### config.mk
export PLATFORM = sky130hd
export DESIGN_NAME = password_writer
export DESIGN_NICKNAME = d
export VERILOG_FILES = /design/src/rtl/password_writer.sv
export SDC_FILE = /design/constraint.sdc
export NUM_CORES = 1
export LEC_CHECK = 0
export ABC_AREA = 1
export BUFFER_PORTS_ARGS = -buffer_cell sky130_fd_sc_hd__clkbuf_2
export CELL_PAD_IN_SITES_DETAIL_PLACEMENT = 1
export CELL_PAD_IN_SITES_GLOBAL_PLACEMENT = 1
export CORE_MARGIN = 2
export CORE_UTILIZATION = 43
export CTS_CLUSTER_SIZE = 25
export DETAILED_ROUTE_END_ITERATION = 6
export PLACE_DENSITY = 0.78
export SYNTH_ARGS = -nofsm -noshare
export SYNTH_HDL_FRONTEND = slang
export SYNTH_SLANG_ARGS = --single-unit
export TNS_END_PERCENT = 10
### constraint.sdc
create_clock -name clk -period 2.1 [get_ports clk]
set_input_delay 0.21 -clock clk [delete_from_list [all_inputs] [get_ports clk]]
set_output_delay 0.21 -clock clk [all_outputs]
set_load 0.005 [all_outputs]
### src/rtl/password_writer.sv
// rtl/password_writer.sv - captures, confirms and programs a new access code into the password storage RAM.
// All outputs are decoded from registered state, so reset clears them without waiting for a clock edge.
module password_writer #(
  parameter int DIGITS  = 4,
  parameter int DATA_W  = 4,
  parameter int ADDR_W  = 2,
  parameter int TIMEOUT = 1000
) (
  input  logic              clk,
  input  logic              rst,
  input  logic              Authenticated,
  input  logic              Change_Req,
  input  logic              Load_Button_PSWD_Game_Control,
  input  logic              Logout_Pulse,
  input  logic [DATA_W-1:0] Data_in,
  output logic [ADDR_W-1:0] Mem_Addr,
  output logic [DATA_W-1:0] Mem_Data,
  output logic              Mem_WE,
  output logic              Busy,
  output logic              Update_Done,
  output logic              Update_Error
);

  localparam logic [2:0] S_IDLE    = 3'd0;
  localparam logic [2:0] S_ENTER   = 3'd1;
  localparam logic [2:0] S_CONFIRM = 3'd2;
  localparam logic [2:0] S_WRITE   = 3'd3;
  localparam logic [2:0] S_DONE    = 3'd4;
  localparam logic [2:0] S_ERROR   = 3'd5;

  localparam int TW = $clog2(TIMEOUT);
  localparam logic [ADDR_W-1:0] LAST_IDX = ADDR_W'(DIGITS - 1);
  // Abort fires on the idle edge that would bring the counter to TIMEOUT-1.
  localparam logic [TW-1:0]     TO_LIM   = TW'(TIMEOUT - 2);

  logic [2:0]        state_q, state_d;
  logic [ADDR_W-1:0] idx_q, idx_d;
  logic [TW-1:0]     cnt_q, cnt_d;
  logic              mis_q, mis_d;
  logic              btn_q;
  logic [DATA_W-1:0] dig_q [DIGITS];
  logic [DATA_W-1:0] dig_d [DIGITS];

  logic press;
  logic abort;

  assign press = Load_Button_PSWD_Game_Control & ~btn_q;
  assign abort = Logout_Pulse | ~Authenticated;

  always_comb begin
    state_d = state_q;
    idx_d   = idx_q;
    cnt_d   = cnt_q;
    mis_d   = mis_q;
    dig_d   = dig_q;
    case (state_q)
      S_IDLE: begin
        if (Change_Req && Authenticated) begin
          state_d = S_ENTER;
          idx_d   = '0;
          cnt_d   = '0;
          mis_d   = 1'b0;
        end
      end
      S_ENTER: begin
        if (abort) begin
          state_d = S_IDLE;
        end else if (press) begin
          dig_d[idx_q] = Data_in;
          cnt_d        = '0;
          if (idx_q == LAST_IDX) begin
            idx_d   = '0;
            state_d = S_CONFIRM;
          end else begin
            idx_d = idx_q + 1'b1;
          end
        end else if (cnt_q == TO_LIM) begin
          state_d = S_ERROR;
        end else begin
          cnt_d = cnt_q + 1'b1;
        end
      end
      S_CONFIRM: begin
        if (abort) begin
          state_d = S_IDLE;
        end else if (press) begin
          cnt_d = '0;
          if (Data_in != dig_q[idx_q]) mis_d = 1'b1;
          if (idx_q == LAST_IDX) begin
            idx_d   = '0;
            state_d = (mis_q || (Data_in != dig_q[idx_q])) ? S_ERROR : S_WRITE;
          end else begin
            idx_d = idx_q + 1'b1;
          end
        end else if (cnt_q == TO_LIM) begin
          state_d = S_ERROR;
        end else begin
          cnt_d = cnt_q + 1'b1;
        end
      end
      S_WRITE: begin
        if (idx_q == LAST_IDX) begin
          idx_d   = '0;
          state_d = S_DONE;
        end else begin
          idx_d = idx_q + 1'b1;
        end
      end
      S_DONE: begin
        state_d = S_IDLE;
      end
      S_ERROR: begin
        if (abort) begin
          state_d = S_IDLE;
        end else if (Change_Req) begin
          state_d = S_ENTER;
          idx_d   = '0;
          cnt_d   = '0;
          mis_d   = 1'b0;
        end
      end
      default: begin
        state_d = S_IDLE;
      end
    endcase
  end

  always_ff @(posedge clk or posedge rst) begin
    if (rst) begin
      state_q <= S_IDLE;
      idx_q   <= '0;
      cnt_q   <= '0;
      mis_q   <= 1'b0;
      btn_q   <= 1'b0;
      for (int k = 0; k < DIGITS; k++) dig_q[k] <= '0;
    end else begin
      state_q <= state_d;
      idx_q   <= idx_d;
      cnt_q   <= cnt_d;
      mis_q   <= mis_d;
      btn_q   <= Load_Button_PSWD_Game_Control;
      dig_q   <= dig_d;
    end
  end

  assign Mem_WE       = (state_q == S_WRITE);
  assign Mem_Addr     = Mem_WE ? idx_q : '0;
  assign Mem_Data     = Mem_WE ? dig_q[idx_q] : '0;
  assign Busy         = (state_q != S_IDLE);
  assign Update_Done  = (state_q == S_DONE);
  assign Update_Error = (state_q == S_ERROR);

endmodule

Word level (Yosys, flattened, before mapping) --
Cells that the tools add are included. Widths: inputs -> output; s select.
Word-level totals: register bits after elaboration 33, bits of input ports 10, output and inout bits 10, word-level logic and storage cells 96
Operators by class: add/sub/neg operators 2, magnitude comparators 2, equality and inequality tests 21, multiplexer cells 42, bitwise gates (word level) 6, reductions and logical operators 14
Operators with widths (count):
- $mux 10 | 6
- $mux 3 | 12
- $pmux 10 s3 | 1
- $bwmux 16 | 1
- $mux 4 | 4
- $pmux 3 s5 | 1
- $mux 2 | 7
- $ne 2x2->1 const B | 7
- $reduce_and 6->1 | 2
- $add 10x1->10 const B | 1
- $eq 10x10->1 const B | 1
- $reduce_bool 3->1 | 3
- $bmux 4 s2 | 1
- $demux 4 s2 | 1
- $ne 4x4->1 const B | 2
- $pmux 2 s4 | 1
- $reduce_and 7->1 | 1
- $eq 3x2->1 const B | 2
- $eq 3x3->1 const B | 2
- $mux 1 | 6
- $reduce_and 5->1 | 1
- $ne 2x1->1 const B | 2
- $ne 4x4->1 | 1
- $reduce_bool 4->1 | 1
- 17 further kinds | 20

Longest topological paths before layout --
depth in word-level cells 11, gate-level depth with buffers 16, depth with buffers taken out 14

Least setup slack after synthesis --
Ideal clock, no wire load.
path type reg-to-reg, from register idx_q[0], to register state_q[2], setup time 0.116 ns, data arrival time 1.489 ns, required time 1.984 ns, slack 0.495 ns, stages on the path, launching flop included 17, path buffers 2, clock period less this slack 1.605 ns, cell sequence dfrtp_1 -> buf_2 -> inv_2 -> buf_6 -> nand2_1 -> nand3_1 -> nand2_1 -> nand2_1 -> nand2_1 -> nor2_1 -> nand3_1 -> nand3_1 -> nand2_1 -> nand2_1 -> nand2_1 -> nand2_1 -> nand2_1
On the way: word-level cells in the longest chain between the ends 11, elaborated cells on any way between the ends 16, classes of those cells 5 x eq/ne; 8 x mux; 1 x bitwise; 2 x reduce/logical
Ends and longest elaborated chain:
- start: declaration | RTL line 37 | logic [ADDR_W-1:0] idx_q, idx_d;
- start signal: assignment | RTL line 138 | idx_q <= idx_d;
- $not 2->3 (not written as such) | RTL line 91 | state_d = (mis_q || (Data_in != dig_q[idx_q])) ? S_ERROR : S_WRITE;
- $bmux 4 s2 | RTL line 91
- $mux 4 (not written as such) (2 in a row) | RTL line 91
- $ne 4x4->1 | RTL line 91
- $logic_or 1x1->1 | RTL line 91
- $mux 3 | RTL line 91
- $mux 3 | RTL line 89 | if (idx_q == LAST_IDX) begin
- $mux 3 | RTL line 86 | end else if (press) begin
- $mux 3 | RTL line 84 | if (abort) begin
- $pmux 3 s5 | RTL line 56 | case (state_q)
- end signal: assignment | RTL line 137 | state_q <= state_d;
- end: declaration | RTL line 36 | logic [2:0] state_q, state_d;
Parallel ways exist; a longest one is shown, timed or not. The select of a mux whose other input is x is not followed. A chain may end at the register's enable or synchronous reset.

Worst setup path in the final report --
Ends and elaborated chain as after synthesis.

==> flow_summary.ini <==
[setup_path]
r2r_cells = 14
worstReg2RegStart = idx_q[0]
crit_path_frequent_cell = nand2_1
slowest_delay_ns = 0.51
end_kind = flop
crit_slowest_cell = dfrtp_1
path_cells = inv_2 > nand2_1 > nand3_1 > nand2_1 > nand2_1 > nand2_1 > nor2_1 > nand3_1 > nand3_1 > nand2_1 > nand2_1 > nand2_1 > nand2_1 > nand2_1
cp.required_ns = 2.29
reg2reg_slack_ns = 0.25
cp.arrival_ns = 2.04
crit_path_start_kind = flop
cp_max_fo = 13
crit_type = flop to flop
r2r_end = state_q[2]

[placement]
place_congestion = 0.835
hpwl_um = 4070
portBuffers = 19
dp_slack_ns = 0.269

[timing]
drv_slew = 0
tns_ns = 0
relSlewSlack = 0.703
rsz0062_at_grt = false
worst_slack_ns = 0.247
tightest_slew_ns = 0.446
fin_skew_ns = 0.00644
period_share = 0.882
max_clock_freq_mhz = 540
fin_crit_ns = 1.85
setup_viol = 0
timing.final.hold_violations = 20
worst_hold_slack_ns = -0.0183

[routing]
post_drt_via_cell_ratio = 5.29
wl_met3_um = 141
vias = 1893
routedWlPerCell_um = 14.9
wl_met2_um = 2410
drc = 0
met1_length_um = 2720
first_iter_violations = 82
antenna_left = 0
routed_wl_um = 5330
drtPass1Iterations = 4
dr.max_layer_used = met4

[synthesis]
synth_compound_area_frac = 0.125
synthArstFlopShare = 1.00
seq_area_frac_synth = 0.410
synthAdderAreaFrac = 0.0373
ys_warn_count = 0
synth_seq_cells = 33
synth.distinct_cells = 30
synth_fp_nets = 292
synth_cells = 276
yosys-mux-area-fraction = 0
synth_edf_count = 0
synth_top_family_by_area = simple AND/OR/NAND/NOR gates
synth_xor_area_frac = 0
syn_avg_cell_area_um2 = 7.30
syn-cell-area_um2 = 2010
yosys_most_used_dff = dfrtp_1
yosys.area_share.simple = 0.346

[floorplan]
coreArea_um2 = 4440
start_util = 0.453
dieHeight_um = 72.4
row_count = 24
ios = 20
dieArea_um2 = 5250
chipWidth_um = 72.4

[clocking]
cts-buffers-inserted = 5
cts_tree = done
htree_levels = 2
root_buffer = clkbuf_8
path_clk_slew_ns = 0.07
cts-hold-fix-buffers = 0
clock_path_buffers = 2
cts.repair.resized = 0
cts_sinks = 33
clk_latency_ns = 0.29
cts_setup_buffers = 0

[power_and_ir_drop]
sequentialPowerShare = 0.378
power_switching_mw = 1.08
clockPowerShare = 0.199
power_density_nw_per_um2 = 1080
power.internal_mw = 1.37
switching_share = 0.441
power.leakage_nw = 1.11
combPwrFrac = 0.424
max-vdd-ir-drop_uv = 454

[layout]
num_antenna_cells = 0
finalNetCount = 321
fillCellCount = 595
final_layout_size_suffix_gt1_frac = 0.173
syn2layout_area_growth_pct = 13.2

[grt]
overflow = 0
grt_start_max_net_pins = 34
track_usage = 0.226
grt_pass1_wl_um = 9110
antenna_found_initial = 0
grt_pass1_vias = 1948

[outcome]
status = complete, but fails checks
violations = hold timing

[min_path]
hold_path.class = primary input to asynchronous set/reset pin

[run]
drv_cap = 0
==> registers in the layout (all words and copies together) (netlist names) <==
name / cells
mis_q: 1
dig_q: 16
cnt_q: 10
btn_q: 1
state_q: 3
idx_q: 2
==> worst max-delay path by stage <==
stage | start | to | slack (ns)
CTS | idx_q[0] | state_q[2] | 0.25
detailed placement | idx_q[0] | state_q[2] | 0.27
floorplan | idx_q[0] | state_q[2] | 0.49
global placement | state_q[0] | cnt_q[8] | 0.34
global route | idx_q[0] | state_q[2] | 0.01
finish | idx_q[0] | state_q[2] | 0.25
==> worst max-delay path, delay by kind of cell, from the launching register on <==
kind | cells | cell delay [ns]
buf+inv | 1 | 0.24
flops | 1 | 0.51
simple gates | 13 | 0.99
==> layout by cell type (no fill, tap or decap), drive strengths merged <==
cell,instances
nand2,88
inv,39
dfrtp,33
o21ai,28
nor2,28
clkbuf,26
nand3,23
a21oi,10
nor3,7
ha,6
buf,5
nand4,3
o31ai,2
o211ai,2
or2,1
o21a,1
nor4,1
a31o,1
o22ai,1
clkinvlp,1
==> synth_stat cells, types with 2 or more instances <==
cell type / instances / area share
nand2_4: 2 / 0.011
o31ai_1: 2 / 0.0075
nand4_1: 3 / 0.0093
nor3_1: 7 / 0.017
nand2_2: 2 / 0.0062
ha_1: 6 / 0.037
inv_1: 33 / 0.061
inv_2: 5 / 0.0093
nand3_1: 21 / 0.052
nor2_2: 2 / 0.0062
o21ai_0: 25 / 0.062
a21oi_1: 10 / 0.025
nor2_4: 5 / 0.028
nor2_1: 21 / 0.039
dfrtp_1: 33 / 0.41
o21ai_1: 2 / 0.0050
nand2_1: 84 / 0.16
==> final cells by class <==
cell class	instances	area [um^2]	share of cell area
clock inverters	1	7.51	0.00329
flip-flops and latches	33	826	0.362
repair buffers	24	133	0.0582
clock buffers	7	76.3	0.0335
multi-input cells	202	1020	0.449
inverters	39	149	0.0653
well taps	52	65.1	0.0285
==> per-layer routing <==
layer,vias up,global-route usage
met2,20,0.354
met1,913,0.321
met5,-,0
li1,952,-
met3,8,0.0472
met4,0,0.0556
==> power by group through the flow <==
stage / combinational, mW / clock, mW / sequential, mW
floorplan: 0.826 / 0 / 0.874
global placement: 1.01 / 0 / 0.931
detailed placement: 1.05 / 0 / 0.933
CTS: 1.05 / 0.500 / 0.923
global route: 1.20 / 0.519 / 0.950
finish: 1.04 / 0.489 / 0.928
==> logic make-up after synthesis <==
family / count (synthesis)
buffers and inverters: 41
AOI/OAI and AO/OA: 45
and+or+nand+nor: 151
adders and majority gates: 6
DFF: 33
==> through the flow <==
stage          instance area (um^2)  cells  total power [mW]  hold slack (ns)   util
2_1_floorplan                  2010    276              1.70            0.241      -
3_3_place_gp                   2200    350              1.94            0.311  0.494
3_5_place_dp                   2200    350              1.98            0.322  0.494
4_1_cts                        2280    358              2.48          0.00528  0.513
5_1_grt                        2280    358              2.67           0.0294  0.513
6_report                       2280    358              2.46          -0.0183  0.513
No activity file was read; power rests on OpenSTA's default activity.
